===== src/rtl/param_fifo_pkg.sv =====
// Shared constants and helpers for the parametrised FIFO.
// Holds the default widths and the pointer-width function.
package param_fifo_pkg;

    localparam int PARAM_FIFO_DEF_DATA_W = 8;
    localparam int PARAM_FIFO_DEF_DEPTH  = 8;

    // Pointer width: one extra MSB beyond the index bits
    // separates the full state from the empty state.
    function automatic int ptr_w(input int depth);
        return $clog2(depth) + 1;
    endfunction

endpackage


===== src/rtl/param_fifo_mem.sv =====
// Simple dual-port DEPTH x DATA_W storage array for param_fifo.
// Ports: clk, we/waddr/wdata (sync write), raddr/rdata (async read).
module fifo_mem
    import param_fifo_pkg::*;
#(
    parameter int DATA_W = PARAM_FIFO_DEF_DATA_W,
    parameter int DEPTH  = PARAM_FIFO_DEF_DEPTH,
    parameter int AW     = $clog2(DEPTH)
) (
    input  logic              clk,
    input  logic              we,
    input  logic [AW-1:0]     waddr,
    input  logic [DATA_W-1:0] wdata,
    input  logic [AW-1:0]     raddr,
    output logic [DATA_W-1:0] rdata
);

    logic [DATA_W-1:0] mem [DEPTH];

    // Storage is deliberately not reset.
    always_ff @(posedge clk) begin
        if (we) begin
            mem[waddr] <= wdata;
        end
    end

    assign rdata = mem[raddr];

endmodule


===== src/rtl/param_fifo.sv =====
// Parametrised single-clock FIFO with thresholds, count and sticky errors.
// Ports: clk, rst_n (async low), wren/i_data, rden, clr_err, o_data/o_valid,
//        full, empty, almost_full, almost_empty, count, overflow, underflow.
// Build option: define PARAM_FIFO_FWFT_EN for first-word-fall-through output.
module param_fifo
    import param_fifo_pkg::*;
#(
    parameter int DATA_W    = PARAM_FIFO_DEF_DATA_W,
    parameter int DEPTH     = PARAM_FIFO_DEF_DEPTH,
    parameter int AF_THRESH = DEPTH - 1,
    parameter int AE_THRESH = 1
) (
    input  logic                    clk,
    input  logic                    rst_n,
    input  logic                    wren,
    input  logic [DATA_W-1:0]       i_data,
    input  logic                    rden,
    input  logic                    clr_err,
    output logic [DATA_W-1:0]       o_data,
    output logic                    o_valid,
    output logic                    full,
    output logic                    empty,
    output logic                    almost_full,
    output logic                    almost_empty,
    output logic [ptr_w(DEPTH)-1:0] count,
    output logic                    overflow,
    output logic                    underflow
);

    localparam int PW = ptr_w(DEPTH);
    localparam int AW = PW - 1;

    if (DATA_W < 1) begin : g_chk_w
        $error("param_fifo: DATA_W must be at least 1");
    end
    if ((DEPTH < 2) || ((DEPTH & (DEPTH - 1)) != 0)) begin : g_chk_d
        $error("param_fifo: DEPTH must be a power of two >= 2");
    end
    if (!((AE_THRESH < AF_THRESH) && (AF_THRESH <= DEPTH))) begin : g_chk_t
        $error("param_fifo: need AE_THRESH < AF_THRESH <= DEPTH");
    end

    logic [PW-1:0]     wptr;
    logic [PW-1:0]     rptr;
    logic              wr_ok;
    logic              rd_ok;
    logic [DATA_W-1:0] mem_rdata;

    assign count        = wptr - rptr;
    assign empty        = (count == '0);
    assign full         = (count == PW'(DEPTH));
    assign almost_full  = (count >= PW'(AF_THRESH));
    assign almost_empty = (count <= PW'(AE_THRESH));

    // A read on a full FIFO frees a slot in the same cycle, so the
    // write is still taken; a write into an empty FIFO cannot feed
    // a read in the same cycle.
    assign rd_ok = rden && !empty;
    assign wr_ok = wren && (!full || rd_ok);

    always_ff @(posedge clk or negedge rst_n) begin
        if (!rst_n) begin
            wptr <= '0;
            rptr <= '0;
        end else begin
            if (wr_ok) begin
                wptr <= wptr + 1'b1;
            end
            if (rd_ok) begin
                rptr <= rptr + 1'b1;
            end
        end
    end

    // Sticky errors: a new error in the clearing cycle takes priority.
    always_ff @(posedge clk or negedge rst_n) begin
        if (!rst_n) begin
            overflow  <= 1'b0;
            underflow <= 1'b0;
        end else begin
            if (wren && !wr_ok) begin
                overflow <= 1'b1;
            end else if (clr_err) begin
                overflow <= 1'b0;
            end
            if (rden && !rd_ok) begin
                underflow <= 1'b1;
            end else if (clr_err) begin
                underflow <= 1'b0;
            end
        end
    end

    fifo_mem #(
        .DATA_W (DATA_W),
        .DEPTH  (DEPTH),
        .AW     (AW)
    ) u_mem (
        .clk    (clk),
        .we     (wr_ok),
        .waddr  (wptr[AW-1:0]),
        .wdata  (i_data),
        .raddr  (rptr[AW-1:0]),
        .rdata  (mem_rdata)
    );

`ifdef PARAM_FIFO_FWFT_EN
    // Head of queue is presented directly; rden acknowledges it.
    assign o_data  = mem_rdata;
    assign o_valid = !empty;
`else
    always_ff @(posedge clk or negedge rst_n) begin
        if (!rst_n) begin
            o_data  <= '0;
            o_valid <= 1'b0;
        end else begin
            o_valid <= rd_ok;
            if (rd_ok) begin
                o_data <= mem_rdata;
            end
        end
    end
`endif

endmodule


===== config.mk =====
export PLATFORM = sky130hd
export DESIGN_NAME = param_fifo
export DESIGN_NICKNAME = d
export VERILOG_FILES = /design/src/rtl/param_fifo_pkg.sv /design/src/rtl/param_fifo_mem.sv /design/src/rtl/param_fifo.sv
export SDC_FILE = /design/constraint.sdc
export NUM_CORES = 1
export LEC_CHECK = 0
export BUFFER_PORTS_ARGS = -buffer_cell sky130_fd_sc_hd__buf_2
export CORE_AREA = 2 2 82 84
export DETAILED_ROUTE_END_ITERATION = 8
export DIE_AREA = 0 0 84 86
export PLACE_DENSITY = 0.73
export SLEW_MARGIN = 20
export SYNTH_ARGS = -nofsm -noshare
export SYNTH_HDL_FRONTEND = slang
export SYNTH_SLANG_ARGS = --single-unit

===== constraint.sdc =====
create_clock -name clk -period 3.4 [get_ports clk]
set_input_delay 0 -clock clk [delete_from_list [all_inputs] [get_ports clk]]
set_output_delay 0 -clock clk [all_outputs]
set_load 0.02 [all_outputs]

==> results.toml, run 1 <==
[synthesis]
synthAdderAreaFrac_pct = 2.44
asyncSetResetFlopFracSynth_pct = 22.9
yosys-top-cells-area = "edfxtp_1 57%, dfrtp_1 14%, mux4_2 11%"
synth-seq-cells = 83
ys.flop_type = "edfxtp_1"
yosys.area_share.xor_xnor_pct = 2.33
synth.most_common_cell = "edfxtp_1"
synthCells = 195
synth-simple-area-share_pct = 4.48
synth_compound_area_share_pct = 3.55
yosys_warnings = 0
synth_common_cells = "64 x edfxtp_1, 19 x dfrtp_1, 16 x mux4_2"
synth.cell_area_mm2 = 0.00338
synth_mux_area_share_pct = 13.8
synth_cell_types = 33
synth_top_area_share_pct = 56.8
seq_area_frac_synth_pct = 70.9
synth_top_family_by_area = "multiplexers"
mappedNetlistNets = 214
synth_edf_count = 64
yosysTopAreaCell = "edfxtp_1"
synth_area_per_cell_um2 = 17.3

[worst_setup_path]
critPathRequiredTime_ps = 3390
crit_family = "simple AND/OR/NAND/NOR gates"
r2r_cells = 9
critPathMaxStageDelay_ps = 690
path_max_fanout = 8
critPathLaunchType = "flop"
slowest_stage = "nor2_1"
crit_arrival_ps = 3100
path_buf_inv = 3
endpoint_kind = "flop"
path_class = "flop to flop"
crit_cells = 9
crit_path_frequent_cell = "inv_1"
cp_cell_sequence = "inv_1 -> ha_1 -> inv_1 -> fa_1 -> inv_1 -> nand3_1 -> o41a_1 -> nand2_1 -> nor2_1"

[cts]
cts_tree = "built"
cts_max_level = 3
cts_root_buf = "clkbuf_8"
numCtsBuffers = 9
post-cts-setup-buffer-count = 0
clk_path_buf_depth = 2
cts.sinks = 83
path_clk_slew_ps = 90
clock_latency_ps = 360

[detailed_routing]
num_vias = 1824
drt.antenna.violating_nets = 0
wl_mm = 6.06
viasPerCell = 5.44
first_pass_iters = 5
wire_per_inst_um = 18.1
drc = 0
drtIter0Drc = 138

[placement]
port_buffers = 31
placed_cells = 306
gp_congestion = 0.748
pre_cts_ws_ps = 270
dp.final_hpwl_mm = 3.99

[sta]
post-route-min-period_ps = 3100
worstMarginPinSlew_ps = 859
layout_setup_ws_ps = 296
fin_crit_sh_pct = 91.3
tns_ps = 0
max_freq_mhz = 322
maxSlewViolCount = 0
setup_violations = 0
clock_skew_ps = 8.15
maxSlewHeadroom_pct = 42.5
final_hold_viol_count = 0
rsz0062_at_grt = "no"

[outcome]
status = "finished clean"

[grt]
grt_antenna_before_repair = 0
first_global_vias = 1921
grt_max_degree = 20
grt_usage_pct = 18.9
grt_pass1_wl_mm = 9.87
grt-ovfl-total = 0

[final_layout]
nets = 272
layout.cells.non_filler = 335
n_antenna_cell = 0
postLayoutCoreUtil_pct = 64.7
layout-drive-gt1-share_pct = 30.2
syn2layout_area_growth_pct = 20.2

[floorplanning]
core_area_mm2 = 0.00628
die_area_mm2 = 0.00722
die_x_um = 84
die_h_um = 86
rows = 29
ios = 32
initial_core_util_pct = 53.9

[power_and_ir_drop]
p_leak_nw = 1.57
peakVddDrop_uv = 917
power_density_mw_per_mm2 = 994

[min_path]
hold_class = "input port to asynchronous set/reset pin"

[run]
cap_violations = 0
## cells by family after synthesis
family          Yosys count
fa+ha+maj                 6
flops                    83
simple gates             33
mux                      26
buf+inv                  20
xor+xnor                  9
compound gates           18
## stage by stage
| step | hold slack (ps) | total power, mW | instance area, µm² |
|---|---|---|---|
| 4_1_cts | 120 | 4.08 | 4060 |
| 5_1_grt | 128 | 4.30 | 4060 |
| 6_report | 117 | 4.04 | 4060 |
| 3_3_place_gp | -24.6 | 3.13 | 3680 |
| 2_1_floorplan | -296 | 2.69 | 3380 |
| 3_5_place_dp | -13.6 | 3.17 | 3680 |
## where the power goes
group / internal [mW] / leakage, nW / switching, mW
combinational: 0.704 / 0.635 / 0.993
sequential: 1.34 / 0.812 / 0.124
clock: 0.503 / 0.128 / 0.376
total: 2.54 / 1.57 / 1.49
## layout make-up
class | instances | area [µm²]
clock inverter | 7 | 130
clock buffer | 9 | 124
tap | 77 | 96.3
timing repair buffer | 54 | 360
fill | 447 | 2210
sequential | 83 | 2400
inverter | 13 | 48.8
multi-input combinational | 92 | 906
## metal layers
metal  wire length (µm)  vias to the layer above  GRT usage, %
met2               3040                       55          32.1
li1                   -                      862             -
met4                 80                        0          5.43
met5                  0                        -             0
met1               2600                      898          23.2
met3                344                        9          6.45
## final timing paths
kind | from | to | slack [ps]
worst max-delay path | wptr[0]$_DFFE_PN0P_ | u_mem.mem[3][3]$_DFFE_PP_ | 300
worst min-delay path | rst_n | o_data[5]$_DFFE_PN0P_ | 120
worst max register to register | wptr[0]$_DFFE_PN0P_ | u_mem.mem[3][3]$_DFFE_PP_ | 300
worst min register to register | o_data[7]$_DFFE_PN0P_ | o_data[7]$_DFFE_PN0P_ | 480
max in group asynchronous | rst_n | rptr[0]$_DFFE_PN0P_ | 2960
min in group clk | i_data[0] | u_mem.mem[0][0]$_DFFE_PP_ | 450
## flip-flops by register name, indices dropped and copies added (netlist names)
name / flops
u_mem.mem: 64
o_data: 8
rptr: 4
wptr: 4
o_valid: 1
overflow: 1
underflow: 1
## placed cells by master, fill, tap and decap left out, drive strengths merged
cell type / instances
xnor2: 7
nor3: 7
dfrtp: 19
buf: 41
nand3: 2
o41a: 1
mux4: 16
dlygate4sd3: 13
clkbuf: 9
a21oi: 3
nand2: 12
a21o: 1
o31ai: 3
mux2i: 8
a32o: 1
xor2: 2
a22o: 1
nand2b: 1
nand3b: 1
nand4: 1
nor4: 1
mux2: 2
nor2: 7
edfxtp: 64
fa: 1
o21ai: 8
inv: 17
and3b: 1
bufinv: 3
ha: 5
## repair_timing
action                                 in CTS  in global routing
gates resized for setup                     0                  0
endpoints found under the hold margin      85                  0
hold buffers                               13                  0
## worst reg2reg max path, delay by kind of cell, from the launching register on
family | cells | cell delay (ps)
flip-flops | 1 | 460
adder cells (fa/ha/maj) | 2 | 700
AND/OR/NAND/NOR | 3 | 1010
buffers and inverters | 3 | 270
AO/OA/AOI/OAI | 1 | 300
Note: power is estimated with default switching activity, not from simulation.
==> run 2: changes to the inputs <==
Settings changed: PLACE_DENSITY 0.73 to 0.69.
Clock period 3.4 ns to 3.5 ns, I/O delays scaled along.
==> run 2 against run 1 <==
- first-iteration DRC count shrank 28%
- global-route usage shrank 0.17 points
- clock skew about the same
- sequential cell count stayed put
- via count increased by 2.3%
==> results.toml, run 2 (synthesis results as in run 1) <==
[outcome]
status = "finished clean"

[worst_setup_path]
critPathMaxStageDelay_ps = 720
crit_family = "simple AND/OR/NAND/NOR gates"
path_class = "flop to flop"
cp_cell_sequence = "inv_1 -> ha_1 -> inv_1 -> fa_1 -> inv_1 -> nand3_1 -> o41a_1 -> nand2_1 -> nor2_1"
crit_path_frequent_cell = "inv_1"
path_buf_inv = 3
crit_arrival_ps = 2970
crit_cells = 9
critPathLaunchType = "flop"
r2r_cells = 9
endpoint_kind = "flop"
path_max_fanout = 8
slowest_stage = "nor2_1"
critPathRequiredTime_ps = 3470

[cts]
cts_root_buf = "clkbuf_8"
cts_max_level = 3
numCtsBuffers = 9
cts_tree = "built"
clock_latency_ps = 340
cts.sinks = 83
postCtsResizedCells = 0
path_clk_slew_ps = 80
clk_path_buf_depth = 2
post-cts-setup-buffer-count = 0
ctsHoldBuffers = 13

[floorplanning]
die_area_mm2 = 0.00722
initial_core_util_pct = 53.9
ios = 32
die_x_um = 84
core_area_mm2 = 0.00628
rows = 29
die_h_um = 86

[grt]
met2_usage_pct = 30.4
grt-ovfl-total = 0
first_global_vias = 1871
grt_antenna_before_repair = 0
grt_usage_pct = 18.7
grt.busiest_layer = "met2"
grt_pass1_wl_mm = 9.92
grtUsageMet1_pct = 25.7
grt_max_degree = 20
met3_usage_pct = 3.18

[final_layout]
syn2layout_area_growth_pct = 17.9
fin_area_mm2 = 0.00399
postLayoutCoreUtil_pct = 63.5
largest_reg_flops = 64
layout_commonest_cell = "edfxtp_1"
n_antenna_cell = 0
mostFrequentLayoutCells = "64 x edfxtp_1, 31 x buf_2, 19 x dfrtp_1"
largest_registers = "u_mem.mem: 64 flops, o_data: 8 flops"
nets = 272
top_register = "u_mem.mem"
layout-drive-gt1-share_pct = 29.1

[sta]
hold_slack_ps = 134
worstMarginPinSlew_ps = 886
max_freq_mhz = 333
final_hold_viol_count = 0
setup_violations = 0
tns_ps = 0
rsz0062_at_grt = "no"
maxSlewHeadroom_pct = 40.7
maxSlewViolCount = 0
fin_crit_sh_pct = 85.7
clock_skew_ps = 8.41
post-route-min-period_ps = 3000

[power_and_ir_drop]
seqPwrFrac_pct = 39.1
switching_share_pct = 38.3
netSwitchingPower_mw = 1.40
combPwrFrac_pct = 44.9
peakVddDrop_uv = 1230
p_leak_nw = 1.53
p_clk_share_pct = 16.1
power_density_mw_per_mm2 = 920
intPower_mw = 2.26

[detailed_routing]
drt.antenna.violating_nets = 0
drtIter0Drc = 99
drc = 0
num_vias = 1866
wl_mm = 6.19
first_pass_iters = 4
viasPerCell = 5.57
wire_per_inst_um = 18.5

[run]
cap_violations = 0

[placement]
port_buffers = 31
gp_congestion = 0.765
dp.final_hpwl_mm = 3.99
place_area_mm2 = 0.00368

[min_path]
hold_class = "input port to asynchronous set/reset pin"
==> run 2: cell count changes in the layout (fill, tap and decap cells not counted), sizes merged <==
| cell | change |
|---|---|
| bufinv | -3 |
| clkbuf | +4 |
| clkinv | +2 |
| clkinvlp | +1 |
| inv | -4 |
==> run 2: worst paths after layout <==
| path | start | end | slack, ps |
|---|---|---|---|
| worst max register to register | wptr[0]$_DFFE_PN0P_ | u_mem.mem[6][3]$_DFFE_PP_ | 500 |
| worst min-delay path | rst_n | wptr[1]$_DFFE_PN0P_ | 130 |
| worst max-delay path | wptr[0]$_DFFE_PN0P_ | u_mem.mem[6][3]$_DFFE_PP_ | 500 |
| max in group asynchronous | rst_n | overflow$_DFFE_PN0P_ | 3040 |
| min in group clk | i_data[5] | u_mem.mem[1][5]$_DFFE_PP_ | 460 |
| worst min register to register | o_data[6]$_DFFE_PN0P_ | o_data[6]$_DFFE_PN0P_ | 480 |
==> run 2: cell type report <==
cell class | instances | area (µm²)
clock buffers | 13 | 149
clock inverters | 3 | 16.3
fillers | 458 | 2290
inverters | 13 | 48.8
multi-input cells | 92 | 920
flip-flops and latches | 83 | 2400
well taps | 77 | 96.3
repair buffers | 54 | 360
==> run 2: stage by stage <==
stage	setup slack, ps	std cells	total power, mW
after global placement	319	306	3.05
after global routing	274	335	3.91
after floorplan	194	195	2.61
final	499	335	3.67
after CTS	469	335	3.69
after detailed placement	491	306	3.08
==> run 2: metal layers <==
layer	up-vias	routed length [µm]
li1	858	-
met1	952	2850
met2	46	3020
met3	10	217
met4	0	106
met5	-	0
==> run 2: power by group through the flow <==
stage | Sequential [mW] | Clock, mW | Combinational (mW)
floorplan | 1.48 | 0 | 1.12
global placement | 1.43 | 0 | 1.62
detailed placement | 1.45 | 0 | 1.64
CTS | 1.43 | 0.600 | 1.67
global route | 1.46 | 0.637 | 1.81
finish | 1.43 | 0.589 | 1.65
==> run 3: changes to the inputs <==
Settings changed: CTS_BUF_LIST from default to sky130_fd_sc_hd__clkbuf_16.
==> run 3 against run 2 <==
- final cell count did not move
- die area did not move
- core utilization rose by 1.5 points
- sequential cell count did not move
- clock-buffer cell count fell by 4
- design area rose by 2.3%
- sequential power barely moved
- clock power rose by 38%
- sequential share of layout area fell by 1.3 points
- largest cell class unchanged
- highest routed layer unchanged
==> results.toml, run 3 (synthesis results as in run 1) <==
[outcome]
status = "finished clean"

[cts]
postCtsResizedCells = 0
clock_latency_ps = 330
numCtsBuffers = 9
path_clk_slew_ps = 60
cts_max_level = 3
cts_root_buf = "clkbuf_16"
cts_tree = "built"
cts.sinks = 83
clk_path_buf_depth = 2

[sta]
clock_skew_ps = 5.65
post-route-min-period_ps = 3010
layout_setup_ws_ps = 494
maxSlewViolCount = 0
tns_ps = 0
worstMarginPinSlew_ps = 892
final_hold_viol_count = 0
rsz0062_at_grt = "no"
maxSlewHeadroom_pct = 40.3
setup_violations = 0
fin_crit_sh_pct = 85.9
max_freq_mhz = 333

[floorplanning]
ios = 32
die_area_mm2 = 0.00722
rows = 29
die_h_um = 86
initial_core_util_pct = 53.9
core_area_mm2 = 0.00628
die_x_um = 84

[worst_setup_path]
critPathLaunchType = "flop"
crit_arrival_ps = 2950
crit_family = "simple AND/OR/NAND/NOR gates"
path_max_fanout = 8
reg2reg_from = "wptr[0]$_DFFE_PN0P_"
path_class = "flop to flop"
cp_cell_sequence = "inv_1 -> ha_1 -> inv_1 -> fa_1 -> inv_1 -> nand3_1 -> o41a_1 -> nand2_1 -> nor2_1"
slowest_stage = "nor2_1"
path_buf_inv = 3
crit_path_frequent_cell = "inv_1"
critPathRequiredTime_ps = 3450
crit_path_start = "wptr[0]$_DFFE_PN0P_"
critPathMaxStageDelay_ps = 730
endpoint_kind = "flop"

[grt]
met3_usage_pct = 3.46
grtUsageMet1_pct = 26.3
grt_usage_pct = 19.0
grt_pass1_wl_mm = 9.98
grt_max_degree = 20
met2_usage_pct = 30.2
grt-ovfl-total = 0
first_global_vias = 1888
grt_antenna_before_repair = 0
grt.busiest_layer = "met2"

[detailed_routing]
drt.antenna.violating_nets = 0
first_pass_iters = 4
viasPerCell = 5.55
wl_mm = 6.16
drtIter0Drc = 96
wire_per_inst_um = 18.4
drc = 0
num_vias = 1859

[placement]
port_buffers = 31
dp.final_hpwl_mm = 3.99
pre_cts_ws_ps = 491
gp_congestion = 0.765

[final_layout]
largest_registers = "u_mem.mem: 64 flops, o_data: 8 flops"
seq_area_mm2 = 0.00240
top_register = "u_mem.mem"
mostFrequentLayoutCells = "64 x edfxtp_1, 31 x buf_2, 19 x dfrtp_1"
largest_reg_flops = 64
nets = 272
n_antenna_cell = 0
layout_commonest_cell = "edfxtp_1"
multi_input_area_um2 = 920
layout-drive-gt1-share_pct = 28.7
nFillCells = 449
syn2layout_area_growth_pct = 20.7

[run]
cap_violations = 0

[power_and_ir_drop]
p_leak_nw = 1.58
finalPower_mw = 3.89
peakVddDrop_uv = 1230
power_density_mw_per_mm2 = 954

[min_path]
hold_class = "input port to asynchronous set/reset pin"
## run 3: changes by cell type in the layout (fill, tap and decap cells not counted), sizes merged
| cell | change |
|---|---|
| clkbuf | -4 |
| clkinv | +1 |
| inv | +3 |
## run 3: routing by layer
metal	wire (µm)	part of all wire, %	vias to the layer above
met4	104	1.7	0
met1	2760	45	932
met5	0	0	-
met3	263	4.3	8
li1	-	-	864
met2	3030	49	55
## run 3: final timing paths
check	end	cells after the start	slack, ps
max	u_mem.mem[6][2]$_DFFE_PP_	9	490
min	wptr[1]$_DFFE_PN0P_	2	150
max reg2reg	u_mem.mem[6][2]$_DFFE_PP_	9	490
min reg2reg	o_data[6]$_DFFE_PN0P_	2	470
max in group asynchronous	o_valid$_DFF_PN0_	2	3020
min in group clk	o_data[6]$_DFFE_PN0P_	2	470
## run 3: cell type report
type,instances,share of cell area [%]
clock buffers,9,5.52
clock inverters,7,0.767
inverters,13,1.20
multi-input cells,92,22.5
flip-flops and latches,83,58.8
well taps,77,2.36
repair buffers,54,8.83
## run 3: timing repair
item                                   in CTS  in global routing
buffers inserted                            0                  0
endpoints found under the hold margin      85                  0
hold buffers                               13                  0
## run 3: metrics by stage
stage / hold WS, ps / cells / utilization [%] / cell area (µm²)
5_1_grt: 226 / 335 / 65.0 / 4080
3_5_place_dp: -13.1 / 306 / 58.7 / 3680
4_1_cts: 174 / 335 / 64.8 / 4070
2_1_floorplan: -296 / 195 / - / 3380
3_3_place_gp: -21.3 / 306 / 58.6 / 3680
6_report: 152 / 335 / 65.0 / 4080
## run 3: where the power goes
part	switching, mW	internal [mW]	total [mW]
registers	0.132	1.30	1.43
logic	0.957	0.688	1.65
clock network	0.345	0.466	0.811
